==> config.mk <==
export PLATFORM = sky130hd
export DESIGN_NAME = dram_cmd_scheduler
export DESIGN_NICKNAME = d
export VERILOG_FILES = /design/src/rtl/dram_ctrl_pkg.sv /design/src/rtl/btn_debounce.sv /design/src/rtl/dram_cmd_scheduler.sv
export SDC_FILE = /design/constraint.sdc
export NUM_CORES = 1
export LEC_CHECK = 0
export BUFFER_PORTS_ARGS = -buffer_cell sky130_fd_sc_hd__buf_2
export CAP_MARGIN = 30
export CORE_ASPECT_RATIO = 0.9
export CORE_MARGIN = 3
export CORE_UTILIZATION = 35
export CTS_CLUSTER_DIAMETER = 200
export DETAILED_ROUTE_END_ITERATION = 12
export GPL_TIMING_DRIVEN = 0
export SLEW_MARGIN = 0
export SYNTH_ARGS = -nofsm -noshare
export SYNTH_HDL_FRONTEND = slang
export SYNTH_SLANG_ARGS = --single-unit
==> constraint.sdc <==
create_clock -name clk -period 4.4 [get_ports clk]
set_input_delay 0 -clock clk [delete_from_list [all_inputs] [get_ports clk]]
set_output_delay 0 -clock clk [all_outputs]
set_load 0.05 [all_outputs]
==> src/rtl/dram_ctrl_pkg.sv <==
// Shared encodings and default timing for the DRAM command scheduler.
// The default timing values assume a 320 MHz clock.
package dram_ctrl_pkg;

    typedef logic [1:0] state_t;
    typedef logic [1:0] cmd_sel_t;

    localparam state_t ST_IDLE      = 2'd0;
    localparam state_t ST_ISSUE     = 2'd1;
    localparam state_t ST_WAIT_DONE = 2'd2;

    localparam cmd_sel_t SEL_NONE  = 2'd0;
    localparam cmd_sel_t SEL_REF   = 2'd1;
    localparam cmd_sel_t SEL_WRITE = 2'd2;
    localparam cmd_sel_t SEL_READ  = 2'd3;

    localparam logic [31:0] REFI_CYCLES     = 32'd2496;
    localparam logic [15:0] DEBOUNCE_CYCLES = 16'd3200;
    localparam logic [15:0] ACK_TIMEOUT     = 16'd64;
    localparam logic [3:0]  MAX_REF_DEBT    = 4'd8;

endpackage

==> src/rtl/btn_debounce.sv <==
// Raw button conditioner: two-flop synchronizer, level debouncer and a
// one-cycle pulse on each accepted 0->1 transition.
module btn_debounce
    import dram_ctrl_pkg::*;
#(
    parameter logic [15:0] DEBOUNCE_CYCLES = dram_ctrl_pkg::DEBOUNCE_CYCLES
) (
    input  logic i_clk,
    input  logic i_reset,
    input  logic i_btn,
    output logic o_rise
);

    logic        r_sync1;
    logic        r_sync2;
    logic        r_level;
    logic        r_rise;
    logic [15:0] r_cnt;

    always_ff @(posedge i_clk or posedge i_reset) begin
        if (i_reset) begin
            r_sync1 <= 1'b0;
            r_sync2 <= 1'b0;
        end else begin
            r_sync1 <= i_btn;
            r_sync2 <= r_sync1;
        end
    end

    // The level flips only after DEBOUNCE_CYCLES consecutive samples disagree with it
    always_ff @(posedge i_clk or posedge i_reset) begin
        if (i_reset) begin
            r_level <= 1'b0;
            r_rise  <= 1'b0;
            r_cnt   <= 16'd0;
        end else begin
            r_rise <= 1'b0;
            if (r_sync2 == r_level) begin
                r_cnt <= 16'd0;
            end else if (r_cnt == DEBOUNCE_CYCLES - 16'd1) begin
                r_level <= r_sync2;
                r_rise  <= r_sync2;
                r_cnt   <= 16'd0;
            end else begin
                r_cnt <= r_cnt + 16'd1;
            end
        end
    end

    assign o_rise = r_rise;

endmodule

==> src/rtl/dram_cmd_scheduler.sv <==
// Arbitrates refresh, button-driven write and button-driven read requests
// into single REF/WRITE/READ command levels for the DRAM state machine.
module dram_cmd_scheduler
    import dram_ctrl_pkg::*;
#(
    parameter logic [15:0] DEBOUNCE_CYCLES = dram_ctrl_pkg::DEBOUNCE_CYCLES,
    parameter logic [31:0] REFI_CYCLES     = dram_ctrl_pkg::REFI_CYCLES,
    parameter logic [3:0]  MAX_REF_DEBT    = dram_ctrl_pkg::MAX_REF_DEBT,
    parameter logic [15:0] ACK_TIMEOUT     = dram_ctrl_pkg::ACK_TIMEOUT
) (
    input  logic       clk,
    input  logic       RESET_SM_button,
    input  logic       btnl,
    input  logic       btnr,
    input  logic       sm_idle,
    output logic       REF,
    output logic       WRITE,
    output logic       READ,
    output logic [3:0] ref_debt,
    output logic       busy,
    output logic       cmd_err
);

    state_t      r_state;
    cmd_sel_t    r_sel;
    logic        r_ref;
    logic        r_write;
    logic        r_read;
    logic        r_cmd_err;
    logic        r_wr_pend;
    logic        r_rd_pend;
    logic [3:0]  r_ref_debt;
    logic [31:0] r_timer;
    logic [15:0] r_ack_cnt;

    logic        w_wr_rise;
    logic        w_rd_rise;
    logic        w_wrap;
    logic        w_done;
    logic        w_ref_done;
    logic        w_wr_clr;
    logic        w_rd_clr;
    cmd_sel_t    w_pick;

    btn_debounce #(.DEBOUNCE_CYCLES(DEBOUNCE_CYCLES)) u_deb_wr (
        .i_clk   (clk),
        .i_reset (RESET_SM_button),
        .i_btn   (btnl),
        .o_rise  (w_wr_rise)
    );

    btn_debounce #(.DEBOUNCE_CYCLES(DEBOUNCE_CYCLES)) u_deb_rd (
        .i_clk   (clk),
        .i_reset (RESET_SM_button),
        .i_btn   (btnr),
        .o_rise  (w_rd_rise)
    );

    assign w_wrap     = (r_timer == REFI_CYCLES - 32'd1);
    assign w_done     = (r_state == ST_WAIT_DONE) && sm_idle;
    assign w_ref_done = w_done && (r_sel == SEL_REF);
    assign w_wr_clr   = w_done && (r_sel == SEL_WRITE);
    assign w_rd_clr   = w_done && (r_sel == SEL_READ);

    // Urgent refresh beats everything; leftover debt is paid only when nothing else waits
    always_comb begin
        w_pick = SEL_NONE;
        if (r_ref_debt >= MAX_REF_DEBT)
            w_pick = SEL_REF;
        else if (r_wr_pend)
            w_pick = SEL_WRITE;
        else if (r_rd_pend)
            w_pick = SEL_READ;
        else if (r_ref_debt != 4'd0)
            w_pick = SEL_REF;
    end

    always_ff @(posedge clk or posedge RESET_SM_button) begin
        if (RESET_SM_button)
            r_timer <= 32'd0;
        else if (w_wrap)
            r_timer <= 32'd0;
        else
            r_timer <= r_timer + 32'd1;
    end

    // A wrap and a completed refresh in the same cycle cancel out
    always_ff @(posedge clk or posedge RESET_SM_button) begin
        if (RESET_SM_button) begin
            r_ref_debt <= 4'd0;
        end else if (w_wrap && !w_ref_done) begin
            if (r_ref_debt != 4'd15)
                r_ref_debt <= r_ref_debt + 4'd1;
        end else if (!w_wrap && w_ref_done) begin
            r_ref_debt <= r_ref_debt - 4'd1;
        end
    end

    always_ff @(posedge clk or posedge RESET_SM_button) begin
        if (RESET_SM_button) begin
            r_wr_pend <= 1'b0;
            r_rd_pend <= 1'b0;
        end else begin
            r_wr_pend <= w_wr_rise | (r_wr_pend & ~w_wr_clr);
            r_rd_pend <= w_rd_rise | (r_rd_pend & ~w_rd_clr);
        end
    end

    always_ff @(posedge clk or posedge RESET_SM_button) begin
        if (RESET_SM_button) begin
            r_state   <= ST_IDLE;
            r_sel     <= SEL_NONE;
            r_ref     <= 1'b0;
            r_write   <= 1'b0;
            r_read    <= 1'b0;
            r_cmd_err <= 1'b0;
            r_ack_cnt <= 16'd0;
        end else begin
            case (r_state)
                ST_IDLE: begin
                    if (sm_idle && (w_pick != SEL_NONE)) begin
                        r_sel     <= w_pick;
                        r_ref     <= (w_pick == SEL_REF);
                        r_write   <= (w_pick == SEL_WRITE);
                        r_read    <= (w_pick == SEL_READ);
                        r_ack_cnt <= 16'd0;
                        r_state   <= ST_ISSUE;
                    end
                end
                ST_ISSUE: begin
                    // The DRAM state machine leaving IDLE is the acknowledge
                    if (!sm_idle) begin
                        {r_ref, r_write, r_read} <= 3'b000;
                        r_state <= ST_WAIT_DONE;
                    end else if (r_ack_cnt == ACK_TIMEOUT - 16'd1) begin
                        {r_ref, r_write, r_read} <= 3'b000;
                        r_cmd_err <= 1'b1;
                        r_state   <= ST_IDLE;
                    end else begin
                        r_ack_cnt <= r_ack_cnt + 16'd1;
                    end
                end
                ST_WAIT_DONE: begin
                    if (sm_idle)
                        r_state <= ST_IDLE;
                end
                default: begin
                    {r_ref, r_write, r_read} <= 3'b000;
                    r_state <= ST_IDLE;
                end
            endcase
        end
    end

    assign REF      = r_ref;
    assign WRITE    = r_write;
    assign READ     = r_read;
    assign ref_debt = r_ref_debt;
    assign busy     = (r_state != ST_IDLE);
    assign cmd_err  = r_cmd_err;

endmodule

==> impl_results.md <==
* Status: completed
* GPL Wtd Cong at between 0.8 and 0.9
* Post-synthesis sequential area ratio at 0.526
* Initial Utilization at 0.361
* Crit Path Max Fanout at 10
* Root Driver: clkbuf_16
* Worst stage delay on the critical path at ~0.57 ns
* Post-layout worst setup margin at between 0.8 and 0.9 ns
* Post-detail-place hpwl at 6470 um
* Post-Synth Simple-Gate Area at 0.245
* Gr ovfl total at 0
* Asr flop ratio synth at 1.00
* Hold_ws at roughly 0.28 ns
* Final worst path period share at 0.804
* Post-Syn Area per Cell at around 10 um2
* I/O pin cnt at 14
* Switching part of the total power at 0.299
* Residual DRC count at 0
* Synth warn at 0
* Cells after DPL at around 650
* Vias in the first global route at between 3000 and 4000
* Compound-Gate Fraction of Synth Area at 0.0721
* Num CTS Buffers at 9
* Drt first pass iters at 6
* Post-Syn Instances at 470
* Share of layout cells above drive strength 1 at 0.0891
* Actual slew at the worst max-slew pin at just over 0.9 ns
* Core area at between 0.01 and 0.015 mm2
* Antenna Cells at 0
* I/O Buffers at 13
* Filler cells at 1293
* Final TNS setup at 0 ns
* Sequential power share at 0.458
* Setup Fix Bufs, Post-CTS at 0
* Die ar. at 0.0153 mm2
* Syn Nets at 482
* Post-synthesis xor/xnor area fraction at 0.110
* Library cells used by synthesis at between 50 and 60
* Net count, final at roughly 500
* Reg2reg path depth at 11
* Worst min path class: input pin to async pin
* Gate power share at 0.182
* Min Tclk post-route at 3.54 ns
* Row count at 40
* Worst slack, placed at approximately 0.88 ns
* Total Wirelength at about 9100 um
* H-tree levels at 3
* Initial DRC count at approximately 260
* Crit start category: register
* Largest family of logic cells by synthesized area: simple AND/OR/NAND/NOR gates
* Final hold violation count at 0
* Post-synth EDFFs at 0
* Number of synthesized register bits at slightly above 100
* Lkg Pwr at around 2.5 nW
* Sw power at between 600 and 700 uW
* Worst VDD drop at approximately 0.21 mV
* F_max at roughly 280 MHz
* Post-route ant nets at 0
* Final setup vio count at 0
* Mux contribution to synthesized area at 0.0129
* Clk buf depth at 2
* Final Skew at between 0.01 and 0.015 ns
* Drt via density at 5.10
* Clock sink count at about 100
* # resized after CTS at 0
* GRT Total Usage at 0.131
* Final Slew Violations at 0
* Clk pin slew, worst setup/hold paths at 0.07 ns
* CP Class: register to register
* CP Capture Type: register
* Syn Std Cell Area at 0.00486 mm2
* Cell internal pwr at approximately 1.6 mW
* Worst path slowest cell: or4_4
* Max-Cap Viols at 0
* R2r setup slk at around 0.86 ns
* R2R Path End: ref_debt[3]
* Die Width at approximately 130 um
* Clock Latency Late Sink at about 0.33 ns
* Largest net degree at the start of global routing at 61
* Initial antenna violation count at 0
* Worst Path Required at ~4.7 ns
* Worst reg2reg startpoint: r_timer[13]
* Die span in y at approximately 120 um
* CP Data Arrival Time at approximately 3.8 ns
* PD cells at 417 mW/mm2
* Syn-to-layout area delta at 13.8%
* Via count at 3431
* Slew headroom at 0.389
* Area post-placement at a little over 0.005 mm2
* Fin cells at 673
* RSZ-0062 raised after global routing: no
* Routed length per instance at ~14 um
* Clock share of power at 0.360
* Cell Chain, Critical Path: or4_1, or4_4, nor3_4, buf_6, nand2_1, ha_1, a21oi_1, nand2_1, or2_2, or2_2, a22oi_2
* CTS tree: yes
* First-pass GRT wire length at roughly 16000 um
* Top_reg_cell synth: dfrtp_1
* Finished Cell Area at between 0.005 and 0.006 mm2
* Adder-Cell Fraction of Synth Area at 0.0196
[final cells by class]
cell class              count  area (um2)  area share
clock buffers              14         284      0.0514
plain buffers               9        41.3     0.00747
clock inverters             2        37.5     0.00679
repair buffers             19         138      0.0249
flip-flops and latches    102        2550       0.462
multi-input cells         351        2230       0.404
well taps                 168         210      0.0380
inverters                   8        32.5     0.00588
[Yosys cell counts, types with 2 or more instances]
master / number / area, um2
dfrtp_1: 102 / 2550
nor2_1: 51 / 191
nand2_1: 39 / 146
nand3_1: 34 / 170
xor2_1: 32 / 280
xnor2_1: 29 / 254
nand4_1: 19 / 119
and3_1: 16 / 100
a21oi_1: 12 / 60.1
o21ai_0: 11 / 55.1
nor4_1: 10 / 62.6
nor3_1: 9 / 45.0
clkbuf_1: 8 / 30.0
inv_1: 8 / 30.0
a21o_1: 7 / 52.6
a31oi_1: 7 / 43.8
and2_1: 6 / 37.5
ha_1: 6 / 75.1
and4_1: 5 / 43.8
nor3b_1: 5 / 37.5
or4_1: 5 / 37.5
mux2i_1: 4 / 40.0
nand2b_1: 4 / 25.0
nor2b_1: 3 / 18.8
or2_2: 3 / 18.8
or3_1: 3 / 18.8
a2bb2oi_1: 2 / 17.5
a32o_1: 2 / 20.0
mux2_2: 2 / 22.5
o211ai_1: 2 / 15.0
o22a_1: 2 / 17.5
[worst max-delay path: cells and delay by family, from the launching register on]
kind            cells  cell delay [ns]
simple gates        7             2.20
flops               1             0.43
fa+ha+maj           1             0.34
compound gates      2             0.31
buf+inv             1             0.19
[registers in the layout, summed over array words and instances (netlist names), 2 cells and up]
name	count
r_state	2
ref_debt	4
u_deb_rd.r_cnt	16
r_timer	32
u_deb_wr.r_cnt	16
r_sel	2
r_ack_cnt	16
[metal layers]
layer  vias to the layer above  GRT usage  share of wire  routed length (um)
li1                       1736          -              -                   -
met1                      1662      0.187           0.52                4750
met2                        31      0.200           0.46                4160
met5                         -          0              0                   0
met4                         0     0.0305         0.0026                  24
met3                         2     0.0313          0.021                 187
[power groups by stage]
stage          logic, mW  registers [mW]  clock network [mW]
2_1_floorplan      0.235            1.14                   0
5_1_grt            0.471            1.06               0.902
6_report           0.418            1.06               0.830
4_1_cts            0.424            1.06               0.860
3_3_place_gp       0.414            1.07                   0
3_5_place_dp       0.421            1.07                   0
[worst max path at each step]
stage,endpoint,cells after the start,start
after floorplan,ref_debt[3],11,r_timer[13]
after global placement,ref_debt[1],2,RESET_SM_button
after detailed placement,ref_debt[3],11,r_timer[13]
after CTS,ref_debt[3],11,r_timer[13]
after global routing,ref_debt[3],11,r_timer[13]
final,ref_debt[3],11,r_timer[13]
[what timing repair did]
action / CTS / global route
hold buffers: 4 / 0
hold endpoints to repair: 46 / 0
endpoints found under the setup margin: 0 / 0
[logic make-up (layout without fill, tap and decap cells)]
| family | count (synthesis) | after routing |
|---|---|---|
| xor gates and xnor gates | 61 | 61 |
| AOI/OAI and AO/OA | 53 | 53 |
| and+or+nand+nor | 224 | 224 |
| adders and majority gates | 7 | 7 |
| buffers and inverters | 17 | 52 |
| DFF | 102 | 102 |
| muxes | 6 | 6 |
[metrics by stage]
stage	total power, mW	util
after global placement	1.49	0.381
final	2.30	0.411
after CTS	2.34	0.410
after detailed placement	1.49	0.383
after global routing	2.44	0.411
after floorplan	1.38	-
[cell usage in the layout (no fill, tap or decap), types with 7 or more instances in the layout]
cell       Yosys  layout
and3_1        16      16
dfrtp_1      102     102
inv_1          8       7
a21oi_1       12      12
clkbuf_1       8       9
nand4_1       19      19
nand3_1       34      34
xnor2_1       29      29
nor2_1        51      51
nor4_1        10      10
xor2_1        32      32
a21o_1         7       7
o21ai_0       11      11
buf_2          0      14
nor3_1         9       9
a31oi_1        7       7
clkbuf_16      0       9
nand2_1       39      39
(Power assumes the default switching activity.)
